## config.mk

```make
export PLATFORM = sky130hd
export DESIGN_NAME = masked_chi3_inv
export DESIGN_NICKNAME = d
export VERILOG_FILES = /design/src/rtl/masked_chi3_inv_pkg.sv /design/src/rtl/masked_toffoli_stage.sv /design/src/rtl/masked_chi3_inv.sv
export SDC_FILE = /design/constraint.sdc
export NUM_CORES = 1
export LEC_CHECK = 0
export BUFFER_PORTS_ARGS = -buffer_cell sky130_fd_sc_hd__buf_2
export CORE_AREA = 2 2 61 63
export CTS_CLUSTER_DIAMETER = 30
export DETAILED_ROUTE_END_ITERATION = 12
export DIE_AREA = 0 0 63 65
export SYNTH_ARGS = -nofsm -noshare
export SYNTH_HDL_FRONTEND = slang
export SYNTH_SLANG_ARGS = --single-unit
```

## constraint.sdc

```tcl
create_clock -name clk -period 1.1 [get_ports clk]
set_input_delay 0.055 -clock clk [delete_from_list [all_inputs] [get_ports clk]]
set_output_delay 0.055 -clock clk [all_outputs]
set_load 0.05 [all_outputs]
```

## src/rtl/masked_chi3_inv_pkg.sv

```systemverilog
// Shared constants and the two-share state type for the masked chi3 inverse pipeline.
package masked_chi3_inv_pkg;

    localparam int unsigned NumStages  = 3;
    localparam int unsigned StageDepth = 2;
    localparam int unsigned Latency    = NumStages * StageDepth;

    // Bit i of each share holds variable i of the 3-bit state.
    typedef struct packed {
        logic [2:0] s1;
        logic [2:0] s0;
    } shares_t;

endpackage

```

## src/rtl/masked_toffoli_stage.sv

```systemverilog
// Two-level masked Toffoli: state[Target] ^= (~state[BIdx] & state[CIdx]), shares kept apart.
// With CHI3_INV_CLEAR_EN defined, the data registers are cleared by rst.
module masked_toffoli_stage
    import masked_chi3_inv_pkg::*;
#(
    parameter int unsigned Target = 2,
    parameter int unsigned BIdx   = 0,
    parameter int unsigned CIdx   = 1
) (
    input  logic    i_clk,
    input  logic    i_rst,
    input  logic    i_en,
    input  shares_t i_state,
    output shares_t o_state
);

    logic    w_pa0;
    logic    w_pa1;
    shares_t w_next;

    shares_t r_st_a;
    logic    r_pa0;
    logic    r_pa1;
    shares_t r_st_b;

    // Cross terms with c1 first; each partial mixes at most one share of any variable.
    always_comb begin
        w_pa0 = i_state.s0[Target] ^ (~i_state.s0[BIdx] & i_state.s1[CIdx]);
        w_pa1 = i_state.s1[Target] ^ (i_state.s1[BIdx] & i_state.s1[CIdx]);
    end

    // Remaining c0 terms are added only after the register boundary.
    always_comb begin
        w_next            = r_st_a;
        w_next.s0[Target] = r_pa0 ^ (~r_st_a.s0[BIdx] & r_st_a.s0[CIdx]);
        w_next.s1[Target] = r_pa1 ^ (r_st_a.s1[BIdx] & r_st_a.s0[CIdx]);
    end

`ifdef CHI3_INV_CLEAR_EN
    always_ff @(posedge i_clk or posedge i_rst) begin
        if (i_rst) begin
            r_st_a <= '0;
            r_pa0  <= 1'b0;
            r_pa1  <= 1'b0;
            r_st_b <= '0;
        end else if (i_en) begin
            r_st_a <= i_state;
            r_pa0  <= w_pa0;
            r_pa1  <= w_pa1;
            r_st_b <= w_next;
        end
    end
`else
    always_ff @(posedge i_clk) begin
        if (i_en) begin
            r_st_a <= i_state;
            r_pa0  <= w_pa0;
            r_pa1  <= w_pa1;
            r_st_b <= w_next;
        end
    end

    logic w_unused_rst;
    assign w_unused_rst = i_rst;
`endif

    assign o_state = r_st_b;

endmodule

```

## src/rtl/masked_chi3_inv.sv

```systemverilog
// First-order masked inverse of chi3 as three pipelined Toffoli stages (6-cycle latency).
// Define CHI3_INV_CLEAR_EN to have rst clear the share data registers as well.
module masked_chi3_inv
    import masked_chi3_inv_pkg::*;
(
    input  logic       clk,
    input  logic       rst,
    input  logic       en,
    input  logic       in_valid,
    input  logic [2:0] share0_in,
    input  logic [2:0] share1_in,
    output logic       out_valid,
    output logic [2:0] share0_out,
    output logic [2:0] share1_out
);

    shares_t w_st0;
    shares_t w_st1;
    shares_t w_st2;
    shares_t w_st3;

    logic [Latency-1:0] r_valid;

    assign w_st0.s0 = share0_in;
    assign w_st0.s1 = share1_in;

    // x2 = y2 ^ (~y0 & y1)
    masked_toffoli_stage #(.Target(2), .BIdx(0), .CIdx(1)) u_stage0 (
        .i_clk   (clk),
        .i_rst   (rst),
        .i_en    (en),
        .i_state (w_st0),
        .o_state (w_st1)
    );

    // x1 = y1 ^ (~x2 & y0)
    masked_toffoli_stage #(.Target(1), .BIdx(2), .CIdx(0)) u_stage1 (
        .i_clk   (clk),
        .i_rst   (rst),
        .i_en    (en),
        .i_state (w_st1),
        .o_state (w_st2)
    );

    // x0 = y0 ^ (~x1 & x2)
    masked_toffoli_stage #(.Target(0), .BIdx(1), .CIdx(2)) u_stage2 (
        .i_clk   (clk),
        .i_rst   (rst),
        .i_en    (en),
        .i_state (w_st2),
        .o_state (w_st3)
    );

    always_ff @(posedge clk or posedge rst) begin
        if (rst) begin
            r_valid <= '0;
        end else if (en) begin
            r_valid <= {r_valid[Latency-2:0], in_valid};
        end
    end

    assign out_valid  = r_valid[Latency-1];
    assign share0_out = w_st3.s0;
    assign share1_out = w_st3.s1;

endmodule
```

; ---- After elaboration in Yosys (flattened, before gate mapping)
; Cells that the tools add are included.
[op_classes]
n_bitwise = 30
[ops]
columns = operator, n
row1 = $and 1x1->1, 12
row2 = $xor 1x1->1, 12
row3 = $not 1->1, 6
[totals]
output_inout_bits = 7
in_bits = 10
regBits = 46
word_cells = 49

; ---- Depth between registers and ports, before layout
[logic_depth]
ltp_word = 3
ltp_mapped = 2
mapped_depth_nobuf = 2

; ---- Modules after synthesis
; A second synthesis with hierarchy kept.
[unflattened]
hier_cells = 74
area_unflattened_um2 = 1501.4
[by_module_without_submodules]
columns = module, area_each_um2, instances, cells_each, seq_area_each_um2
row1 = masked_toffoli_stage, 415.4, 3, 20, 360.3
row2 = masked_chi3_inv, 255.2, 1, 14, 150.1

; ---- Worst setup path before layout
; No wires, ideal clock.
[synth_path]
kind = register -> register
startpoint = reg, netlist name r_valid[5]
endpoint = reg r_valid[5]
n_path_buf = 0
setup_ps = 125
path_stages_with_launch = 2
synth_period_minus_slack_ps = 994
arrival_ps = 869
t_required_ps = 975
slack_ps = 106
cell_sequence = dfrtp_1 -> mux2_4
[synth_lines]
columns = item, line_no
row1 = end signal: assignment, masked_chi3_inv.sv:58  ; r_valid <= {r_valid[Latency-2:0], in_valid};
row2 = end: declaration, masked_chi3_inv.sv:22  ; logic [Latency-1:0] r_valid;

; ---- Worst setup path in the final report
[layout_path]
startpoint = reg r_valid[5]
endpoint = out out_valid
[layout_lines]
columns = item, line_no
row1 = end: declaration, masked_chi3_inv.sv:12  ; output logic out_valid,
; No word-level cell between the ends.

==> results_dict.tcl <==
set metrics [dict create \
    dieArea_mm2 0.00410 \
    rsz0062_at_grt "no" \
    hold_viol 0 \
    ys_seq_area_frac 0.820 \
    cp_num_buf_inv 1 \
    ys_ff_latch 42 \
    wl_met1_um 692 \
    root_buffer "clkbuf_4" \
    hp-start "share1_in[2]" \
    cts_setup_buffers 0 \
    grt_usage 0.0990 \
    critPathLaunchType "flip-flop" \
    path_max_fanout 2 \
    crit_chain "buf_2" \
    finalWorstSetupSlack_ns 0.0924 \
    area_growth_pct 17.8 \
    clock.fmax_mhz 992 \
    vias 675 \
    clkTransAtPathRegs_ns 0.10 \
    cts_max_path_buffers 2 \
    setup_violations 0 \
    top_layer_used "met4" \
    yosys_warnings 0 \
    cp_top_family "flip-flops" \
    crit_type "reg2out" \
    dr.pass1.iters 4 \
    core-area_mm2 0.00350 \
    routed_wl_um 1760 \
    cts_buffers 5 \
    insertion_delay_ns 0.34 \
    drt-vias-per-instance 4.41 \
    grt_max_degree 37 \
    power.switching_mw 0.698 \
    die_w_um 63 \
    fin_util 0.506 \
    p_leak_nw 0.662 \
    reg2reg_depth 2 \
    cts_tree "yes" \
    routedWlPerCell_um 11.5 \
    worst_pin_slew_ns 0.252 \
    grt-ovfl-total 0 \
    dp_slack_ns 0.179 \
    hold-path-cell-count 2 \
    comb_power_share 0.124 \
    cp.arrival_ns 0.95 \
    syn_inst 74 \
    period_share 0.916 \
    maxCapViolCount 0 \
    endpoint_kind "output pin" \
    wl_met2_um 936 \
    power.density_mw_per_mm2 1720 \
    cp_slowest_cell "dfrtp_1" \
    place_hpwl_um 1070 \
    reg2reg_from "u_stage2.r_st_a[1]" \
    htree_levels 2 \
    syn-num-nets 84 \
    seqPwrFrac 0.656 \
    drive_above_1_share 0.267 \
    intPower_mw 2.35 \
    numClockSinks 42 \
    tns_ns 0 \
    num_antenna_cells 0 \
    peakVddDrop_v 0.000937 \
    syn_area_mm2 0.00150 \
    syn_avg_cell_area_um2 20.3 \
    relSlewSlack 0.833 \
    clkPwrFrac 0.220 \
    synth_cell_types 8 \
    max_stage_delay_ns 0.36 \
    gp_congestion 0.655 \
    hold_path_end "u_stage0.r_pa1" \
    fillers 307 \
    ios 17 \
    skew_ns 0.0106 \
    port_buffers 16 \
    required_ns 1.04 \
    final_nets 114 \
    antenna_found_initial 0 \
    drv_slew 0 \
    drtIter0Drc 17 \
    antenna_left 0 \
    seqCellArea_mm2 0.00123 \
    r2r_end "u_stage2.o_state[0]" \
    period_minus_slack_ns 1.01 \
    hold_class "in2reg" \
    multi_input_area_um2 255 \
    grt_pass1_vias 700 \
    initial_core_util 0.429 \
    route.detailed.drc 0 \
    die_h_um 65 \
    rrSetupSlack_ns 0.17 \
    met3_length_um 107 \
    rows 22 \
    status "finished, final reports clean" \
    grt_pass1_wl_um 2890 \
    swShare 0.229 \
]
[per-layer routing]
layer / global-route usage / vias up
li1: - / 325
met1: 0.0980 / 325
met2: 0.169 / 21
met3: 0.0573 / 4
met4: 0.0417 / 0
met5: 0 / -
[cell families after synthesis]
kind of cell / Yosys count / synth area share
flip-flops: 42 / 0.820
XOR/XNOR: 12 / 0.0700
AND/OR/NAND/NOR: 12 / 0.0400
multiplexers: 6 / 0.0600
buffers and inverters: 2 / 0.0100
[what timing repair did]
item / CTS / global route
gates resized for setup: 0 / 0
hold endpoints to repair: 12 / 0
hold buffers: 7 / 0
[worst register-to-register path, cell delays in order (launching register included)]
cell and delay (ns):
edfxtp_1 0.40, nand2b_1 0.17, xnor2_1 0.13
[state kept, by name, summed over array words and instances (netlist names)]
signal,flops
u_stage1.r_pa1,1
u_stage0.r_pa0,1
u_stage0.o_state,6
u_stage2.r_st_a,4
u_stage0.r_pa1,1
u_stage2.r_pa0,1
u_stage1.o_state,6
u_stage0.r_st_a,4
u_stage1.r_st_a,4
u_stage2.r_pa1,1
r_valid,6
u_stage2.o_state,6
u_stage1.r_pa0,1
[power groups by stage]
stage	clock, mW	combinational, mW	sequential [mW]
finish	0.669	0.377	2.00
global route	0.803	0.399	2.02
CTS	0.716	0.380	2.00
detailed placement	0	0.361	2.04
global placement	0	0.352	2.02
floorplan	0	0.162	2.12
[stage by stage]
step,power (mW),instance area [µm²],cells,hold WS (ns)
CTS,3.10,1770,153,0.00959
detailed placement,2.40,1650,138,-0.0308
finish,3.04,1770,153,0.0209
floorplan,2.29,1500,74,-0.154
global route,3.22,1770,153,0.000263
global placement,2.38,1650,138,-0.0355
[synth_stat cells (all sizes together)]
| cell type | count | area (µm²) |
|---|---|---|
| xnor2 | 12 | 105 |
| nand2 | 6 | 22.5 |
| edfxtp | 36 | 1080 |
| mux2 | 6 | 90.1 |
| nand2b | 6 | 37.5 |
| dfrtp | 6 | 150 |
| inv | 1 | 3.75 |
| buf | 1 | 11.3 |
[cells in the final DEF, fill, tap and decap left out]
cell	synthesis	final
buf_12	0	1
buf_2	0	16
clkbuf_1	0	2
clkbuf_4	0	5
clkinv_1	0	1
dfrtp_1	6	6
dlygate4sd3_1	0	7
edfxtp_1	36	36
inv_1	1	1
mux2_4	6	6
nand2_1	6	6
nand2b_1	6	6
xnor2_1	12	12
[final cells by class]
cell class                      count  share of cell area
Tap cell                           48              0.0339
Clock inverter                      1             0.00212
Clock buffer                        7              0.0255
Multi-Input combinational cell     30               0.144
Sequential cell                    42               0.696
Timing Repair Buffer               24              0.0962
Inverter                            1             0.00212
[how the worst max path moves through the flow]
stage	slack, ns	end	from	cells after the start
floorplan	0.11	r_valid[5]	r_valid[5]	1
global placement	0.21	u_stage1.o_state[1]	u_stage1.r_st_a[2]	2
detailed placement	0.18	u_stage2.o_state[0]	u_stage2.r_st_a[1]	2
CTS	0.07	out_valid	r_valid[5]	1
global route	0.03	out_valid	r_valid[5]	1
finish	0.09	out_valid	r_valid[5]	1
(Power assumes the default switching activity.)
